$ cat src/rtl/systolic_pkg.sv
// Shared types and defaults for the systolic array job sequencer.
package systolic_pkg;

    localparam int M_DEF     = 4;
    localparam int N_DEF     = 4;
    localparam int K_MAX_DEF = 256;

    typedef enum logic [2:0] {
        IDLE,
        CLEAR,
        FEED,
        DRAIN,
        CAPTURE,
        DONE
    } ctrl_state_t;

    // Wavefront drain: read latency + lane skew + PE latency collapses to M+N.
    function automatic int drain_len(input int m, input int n);
        return m + n;
    endfunction

endpackage

$ cat src/rtl/systolic_array_ctrl_skew.sv
// skew_shift: W-deep valid shift register; tap i is din delayed by 1+i cycles.
module skew_shift #(
    parameter int W = 4
) (
    input  logic         clk,
    input  logic         rst,
    input  logic         clr,
    input  logic         din,
    output logic [W-1:0] taps
);

    // NOTE: synchronous active-low reset; clr flushes the wavefront on abort.
    always_ff @(posedge clk) begin
        if (!rst || clr) begin
            taps <= '0;
        end else begin
            taps <= W'({taps, din});
        end
    end

endmodule

$ cat src/rtl/systolic_array_ctrl.sv
// Job sequencer for the MxN systolic MAC array: clear, feed K operands, drain, capture.
// Optional cycle counter enabled by defining SYSTOLIC_CTRL_PERF_EN.
module systolic_array_ctrl
    import systolic_pkg::*;
#(
    parameter  int M     = M_DEF,
    parameter  int N     = N_DEF,
    parameter  int K_MAX = K_MAX_DEF,
    localparam int KW    = $clog2(K_MAX + 1),
    localparam int AW    = $clog2(K_MAX)
) (
    input  logic          clk,
    input  logic          rst,
    input  logic          start_valid,
    output logic          start_ready,
    input  logic [KW-1:0] k_len,
    input  logic          abort,
    output logic          arr_clear,
    output logic          op_rd_en,
    output logic [AW-1:0] op_rd_addr,
    output logic [M-1:0]  a_lane_valid,
    output logic [N-1:0]  b_lane_valid,
    output logic          res_capture,
    output logic          busy,
    output logic          done_valid,
    input  logic          done_ready,
    output logic          done_err,
    output logic [31:0]   perf_cycles
);

    localparam int            DL      = drain_len(M, N);
    localparam int            DW      = $clog2(DL);
    localparam logic [KW-1:0] K_MAX_V = KW'(K_MAX);

    ctrl_state_t   state;
    logic [KW-1:0] k_eff;
    logic          err;
    logic [DW-1:0] drain_cnt;
    logic          abort_hit;

    assign abort_hit   = abort && (state != IDLE);
    assign start_ready = rst && (state == IDLE);
    assign busy        = rst && (state != IDLE);

    // NOTE: every register here uses <= so all next-state decisions see the pre-edge values.
    always_ff @(posedge clk) begin
        if (!rst) begin
            state       <= IDLE;
            k_eff       <= '0;
            err         <= 1'b0;
            drain_cnt   <= '0;
            arr_clear   <= 1'b0;
            op_rd_en    <= 1'b0;
            op_rd_addr  <= '0;
            res_capture <= 1'b0;
            done_valid  <= 1'b0;
            done_err    <= 1'b0;
        end else if (abort_hit) begin
            state       <= IDLE;
            drain_cnt   <= '0;
            arr_clear   <= 1'b1;
            op_rd_en    <= 1'b0;
            op_rd_addr  <= '0;
            res_capture <= 1'b0;
            done_valid  <= 1'b0;
            done_err    <= 1'b0;
        end else begin
            arr_clear   <= 1'b0;
            res_capture <= 1'b0;
            case (state)
                IDLE: begin
                    if (start_valid) begin
                        state     <= CLEAR;
                        arr_clear <= 1'b1;
                        k_eff     <= (k_len > K_MAX_V) ? K_MAX_V : k_len;
                        err       <= (k_len > K_MAX_V);
                    end
                end
                CLEAR: begin
                    if (k_eff == '0) begin
                        state <= DRAIN;
                    end else begin
                        state    <= FEED;
                        op_rd_en <= 1'b1;
                    end
                end
                FEED: begin
                    if (KW'(op_rd_addr) == k_eff - 1'b1) begin
                        state      <= DRAIN;
                        op_rd_en   <= 1'b0;
                        op_rd_addr <= '0;
                    end else begin
                        op_rd_addr <= op_rd_addr + 1'b1;
                    end
                end
                DRAIN: begin
                    if (drain_cnt == DW'(DL - 1)) begin
                        state       <= CAPTURE;
                        drain_cnt   <= '0;
                        res_capture <= 1'b1;
                    end else begin
                        drain_cnt <= drain_cnt + 1'b1;
                    end
                end
                CAPTURE: begin
                    state      <= DONE;
                    done_valid <= 1'b1;
                    done_err   <= err;
                end
                DONE: begin
                    if (done_ready) begin
                        state      <= IDLE;
                        done_valid <= 1'b0;
                        done_err   <= 1'b0;
                    end
                end
                default: state <= IDLE;
            endcase
        end
    end

    skew_shift #(.W(M)) u_skew_a (
        .clk  (clk),
        .rst  (rst),
        .clr  (abort_hit),
        .din  (op_rd_en),
        .taps (a_lane_valid)
    );

    skew_shift #(.W(N)) u_skew_b (
        .clk  (clk),
        .rst  (rst),
        .clr  (abort_hit),
        .din  (op_rd_en),
        .taps (b_lane_valid)
    );

`ifdef SYSTOLIC_CTRL_PERF_EN
    logic [31:0] perf_cnt;
    logic [31:0] perf_inc;

    assign perf_inc = (perf_cnt == '1) ? perf_cnt : perf_cnt + 1'b1;

    // Counts the accept cycle through the done handshake cycle inclusive.
    always_ff @(posedge clk) begin
        if (!rst) begin
            perf_cnt    <= '0;
            perf_cycles <= '0;
        end else if (abort_hit) begin
            perf_cnt <= '0;
        end else if (state == IDLE) begin
            if (start_valid) begin
                perf_cnt <= 32'd1;
            end
        end else if (state == DONE && done_ready) begin
            perf_cycles <= perf_inc;
            perf_cnt    <= '0;
        end else begin
            perf_cnt <= perf_inc;
        end
    end
`else
    assign perf_cycles = '0;
`endif

endmodule

$ cat config.mk
export PLATFORM = sky130hd
export DESIGN_NAME = systolic_array_ctrl
export DESIGN_NICKNAME = d
export VERILOG_FILES = /design/src/rtl/systolic_pkg.sv /design/src/rtl/systolic_array_ctrl_skew.sv /design/src/rtl/systolic_array_ctrl.sv
export SDC_FILE = /design/constraint.sdc
export NUM_CORES = 1
export LEC_CHECK = 0
export BUFFER_PORTS_ARGS = -buffer_cell sky130_fd_sc_hd__buf_2
export CORE_MARGIN = 2
export CORE_UTILIZATION = 40
export CTS_CLUSTER_DIAMETER = 60
export DETAILED_ROUTE_END_ITERATION = 10
export PLACE_DENSITY = 0.71
export SLEW_MARGIN = 40
export SYNTH_ARGS = -nofsm -noshare
export SYNTH_HDL_FRONTEND = slang
export SYNTH_SLANG_ARGS = --single-unit
$ cat constraint.sdc
create_clock -name clk -period 2.3 [get_ports clk]
set_input_delay 0.23 -clock clk [delete_from_list [all_inputs] [get_ports clk]]
set_output_delay 0.23 -clock clk [all_outputs]
set_load 0.01 [all_outputs]
Word level (Yosys, flattened, before mapping)
Index checks and enable logic that the tools add are counted.

Bits in registers: 37. Output and inout port bits: 55.

Add/sub/neg operators: 3. Magnitude comparators: 1. Eq/ne operators: 12. Multiplexer cells: 19. Bitwise operators: 3. Reduce and logical (&&, ||, !) cells: 16.

Operators with widths (count): case mux 3 bit (6 select lines) (1); 2-to-1 mux 3 bit (5); inequality test 2 bit (second input constant) (5); == test 3 bit (second input constant) (3); == test 8 x 9 -> 1 bit (1); > comparator 9 bit (second input constant) (1); logical NOT 9 bit (1); 2-to-1 mux 9 bit (1); subtractor 9 x 1 -> 9 bit (second input constant) (1); adder 8 x 1 -> 8 bit (second input constant) (1); 2-to-1 mux 1 bit (8); 2-to-1 mux 8 bit (1); == test 3 x 2 -> 1 bit (second input constant) (2); case mux 1 bit (2 select lines) (3); AND reduction 3 bit (2); AND reduction 4 bit (1); nonzero test 2 bit (2); adder 3 x 1 -> 3 bit (second input constant) (1); == test 3 x 1 -> 1 bit (second input constant) (1); logical AND 1 bit (3); logical NOT 3 bit (1); NOT 1 bit (3); nonzero test 3 bit (1); OR reduction 3 bit (1); 4 further kinds (4).

Longest topological paths before layout
Depth in word-level cells: 4. Depth in mapped cells: 9.

By module
A second synthesis with hierarchy kept.

Cell total of the unflattened synthesis: 240. Area, all modules: 2054.5 um2.

Modules (own cells, without submodules): systolic_array_ctrl (times used 1, cells an instance 224, area an instance 1824.2 um2, sequential area each 580.6 um2); skew_shift (times used 2, cells an instance 8, area an instance 115.1 um2, sequential area each 80.1 um2).

Worst setup path before layout
Ideal clock, no wire load.

Path type: register to register. Start: register k_eff[0]. End: register op_rd_addr[2]. Arrival: 2.138 ns. Path slack: 0.031 ns. Cell stages (with the launch flop): 10. Path buffers: 1. Clock period less this slack: 2.269 ns. Cells stage by stage: dfxtp_1 inv_1 ha_1 clkbuf_2 o21ba_1 a221oi_1 a41oi_1 or3_4 nor4_4 nor3_1.

Word-level cells in the longest chain between the ends: 3.

RTL lines: start, declared (line systolic_array_ctrl.sv:36) `logic [KW-1:0] k_eff;`; start signal, assigned (line systolic_array_ctrl.sv:75) `k_eff <= (k_len > K_MAX_V) ? K_MAX_V : k_len;`; subtractor 9 x 1 -> 9 bit (line systolic_array_ctrl.sv:88) `if (KW'(op_rd_addr) == k_eff - 1'b1) begin`; == test 8 x 9 -> 1 bit (line systolic_array_ctrl.sv:88); 2-to-1 mux 8 bit (line systolic_array_ctrl.sv:88); end signal, assigned (line systolic_array_ctrl.sv:93) `op_rd_addr <= op_rd_addr + 1'b1;`; end, declared (line systolic_array_ctrl.sv:20) `output logic [AW-1:0] op_rd_addr,`.

Every way passes these cells. A chain may end at the register's enable or synchronous reset.

Final worst setup path
Start: register k_eff[0]. End: register op_rd_en.

Word-level cells in the longest chain between the ends: 4.

RTL lines: subtractor 9 x 1 -> 9 bit (line systolic_array_ctrl.sv:88); == test 8 x 9 -> 1 bit (line systolic_array_ctrl.sv:88); inequality test 2 bit (no line); AND reduction 3 bit (no line) (*); end signal, assigned (line systolic_array_ctrl.sv:62) `op_rd_en <= 1'b0;`; end signal, assigned (line systolic_array_ctrl.sv:84) `op_rd_en <= 1'b1;`; end signal, assigned (line systolic_array_ctrl.sv:90) `op_rd_en <= 1'b0;`; end, declared (line systolic_array_ctrl.sv:19) `output logic op_rd_en,`.

Mark *: on every way between the ends. The rest lies on a longest branch, timed or not.

==> impl_metrics.csv <==
group,metric,value,unit
sta,timing_hold_violations_final,0,
grt,globalRouteOverflowTotal,0,
sta,rsz_0062_raised_after_global_routing,"no",
critical_path,timing.critical_path.required,2460,ps
route,route.detailed.wl_per_inst,11.7,µm
floorplan,fp.dieH,74.4,µm
clocking,cts_resized,0,
critical_path,criticalPathCategory,"register to register",
sta,final_max_tran_viols,0,
grt,grt_usage,0.156,
synth,postSynthAreaPerCell,8.30,µm²
critical_path,startpoint_type,"register",
floorplan,die-area,5540,µm²
layout,design.final.nets,296,
route,number_of_optimization_iterations_in_the_first_detailed_route_pass,4,
clocking,cts-buffers-inserted,5,
clocking,insertion_delay,300,ps
sta,final.period_utilization,0.938,
placed_design,place.detailed.hpwl,3070,µm
sta,setup_slack,144,ps
grt,grt_start_max_net_pins,20,
clocking,tritoncts,"yes",
clocking,root_buffer,"clkbuf_8",
clocking,hold_bufs_inserted_after_cts,0,
clocking,clk_path_buf_depth,2,
critical_path,critical_path_arrival,2320,ps
layout,final_cell_mix,"buf_2 (36), dfxtp_1 (33), conb_1 (32)",
route,drt_drc_violations_left,0,
floorplan,placeable_area,4750,µm²
critical_path,timing.reg2reg.setup_slack,140,ps
critical_path,endpoint_kind,"register",
synth,synth_cell_type_count,44,
placed_design,place.gp.congestion,0.738,
route,routed_via_density,4.81,
floorplan,floorplan.die.width,74.4,µm
sta,max_freq,464,MHz
clocking,clk_transition_reported_paths,70,ps
synth,synth_seq_cells,33,
route,count_of_antenna_violating_nets_left_after_detailed_routing,0,
synth,synth_enable_flop_cells,0,
sta,setup_viol,0,
synth,dominant_cell_type_by_area_after_synthesis,"dfxtp_1",
power_and_ir_drop,p_per_area,739,nW/µm²
sta,fin_tns_setup,0,ps
synth,ys_dominant_reg_cell,"dfxtp_1",
synth,ys.warnings.count,0,
critical_path,cp_max_fo,5,
sta,tightest_slew,556,ps
floorplan,initial_utilization,0.417,
route,drtIter0Drc,87,
clocking,cts_htree_levels,2,
clocking,cts.sinks,33,
synth,synth.yosys.seq_area_share,0.333,
synth,synth_area_leaders,"dfxtp_1 (33%), buf_4 (14%), xor2_1 (4.9%)",
layout,post_route_cells_drive_above_1_share,0.209,
sta,max-slew-margin-rel,0.628,
route,wl,4040,µm
clocking,postCtsSetupBuffers,0,
placed_design,io_buffers,36,
sta,fin_skew,11.3,ps
floorplan,floorplan.rows,25,
synth,netlist.area_leader.share,0.333,
placed_design,minimum_setup_slack_after_placement,7.80,ps
critical_path,timing.rr.start,"k_eff[0]",
grt,grt_antenna_before_repair,0,
grt,grt_pass1_wl,6490,µm
grt,number_of_global_route_vias_before_repair,1445,
synth,syn-instance-count,239,
floorplan,top_level_ports,69,
outcome,outcome,"complete, no violations",
worst_hold_path,hp-class,"primary input to register",
layout,layout_commonest_cell,"buf_2",
critical_path,reg2reg_depth,8,
sta,post-route-min-period,2160,ps
critical_path,critPathCapture,"op_rd_en",
synth,synth_async_sr_flop_share,0,
synth,synth_area,1980,µm²
run,number_of_max_cap_violations,0,
layout,diodes,0,
layout,synthToLayoutAreaGrowth,11.2,%
critical_path,setup.worst_path.start,"k_eff[0]",
power_and_ir_drop,worst_ir_drop_vdd,0.347,mV
power_and_ir_drop,p_leak,0.000999,µW
route,vias,1658,
critical_path,r2r_end,"op_rd_en",
[synth_stat cells (all sizes together), types with 2 or more instances]
cell    instances
nand3          12
dfxtp          33
o21ai           3
clkbuf          5
nor3           13
a21boi          3
buf            38
nor2b          10
nor4            4
a22oi           2
ha              5
and2            4
and3            7
nand4           3
nor3b           9
xnor2           3
nor2           12
nand2          19
inv             3
or2             3
xor2           11
a21oi          19
o31ai           2
[per-layer routing]
layer	track usage	wire length, µm	vias up
li1	-	-	846
met1	0.205	1960	745
met2	0.233	1740	61
met3	0.0366	266	6
met4	0.0893	65	0
met5	0	0	-
[logic make-up after synthesis]
| logic type | synth area share |
|---|---|
| adders and majority gates | 0.0315 |
| DFF | 0.333 |
| buffers and inverters | 0.156 |
| other | 0.00189 |
| AOI/OAI and AO/OA | 0.136 |
| and+or+nand+nor | 0.279 |
| xor gates and xnor gates | 0.0618 |
[area by class of cell]
class / count / area [µm²]
clock inverters: 3 / 17.5
repair buffers: 43 / 233
fillers: 501 / 2550
well taps: 67 / 83.8
flip-flops and latches: 33 / 661
clock buffers: 5 / 68.8
inverters: 3 / 11.3
multi-input cells: 191 / 1130
[registers in the layout, indices dropped and copies added (netlist names), 3 cells and up]
name           count
k_eff              9
state              3
drain_cnt          3
op_rd_addr         8
u_skew_b.taps      4
[how the worst min path moves through the flow]
stage / start / endpoint / cells after the start
finish: done_ready / state[2] / 4
global route: start_valid / k_eff[8] / 3
CTS: done_ready / state[2] / 4
detailed placement: drain_cnt[1] / drain_cnt[1] / 2
global placement: drain_cnt[2] / drain_cnt[2] / 2
floorplan: rst / u_skew_b.taps[1] / 1
[metrics by stage]
| step | power [µW] | area [µm²] | hold WS, ps | cells | utilization |
|---|---|---|---|---|---|
| after CTS | 1640 | 2200 | 236 | 345 | 0.463 |
| after global routing | 1730 | 2210 | 258 | 345 | 0.464 |
| after global placement | 1190 | 2120 | 449 | 337 | 0.445 |
| after floorplan | 1100 | 2100 | 376 | 270 | - |
| final | 1630 | 2210 | 246 | 345 | 0.464 |
| after detailed placement | 1200 | 2120 | 464 | 337 | 0.445 |
[where the power goes]
part / switching [µW] / total, µW / internal, µW
clock: 228 / 437 / 209
combinational: 305 / 506 / 202
sequential: 64.0 / 687 / 623
total: 597 / 1630 / 1030
[critical path: stages (launching register included)]
cell and delay, ps:
dfxtp_1 330, inv_1 60, ha_2 220, o21ba_1 170, a221oi_1 290, a41oi_1 70, or3_4 450, o41ai_1 340
a21oi_1 100
Power figures use the tool's default switching activity.
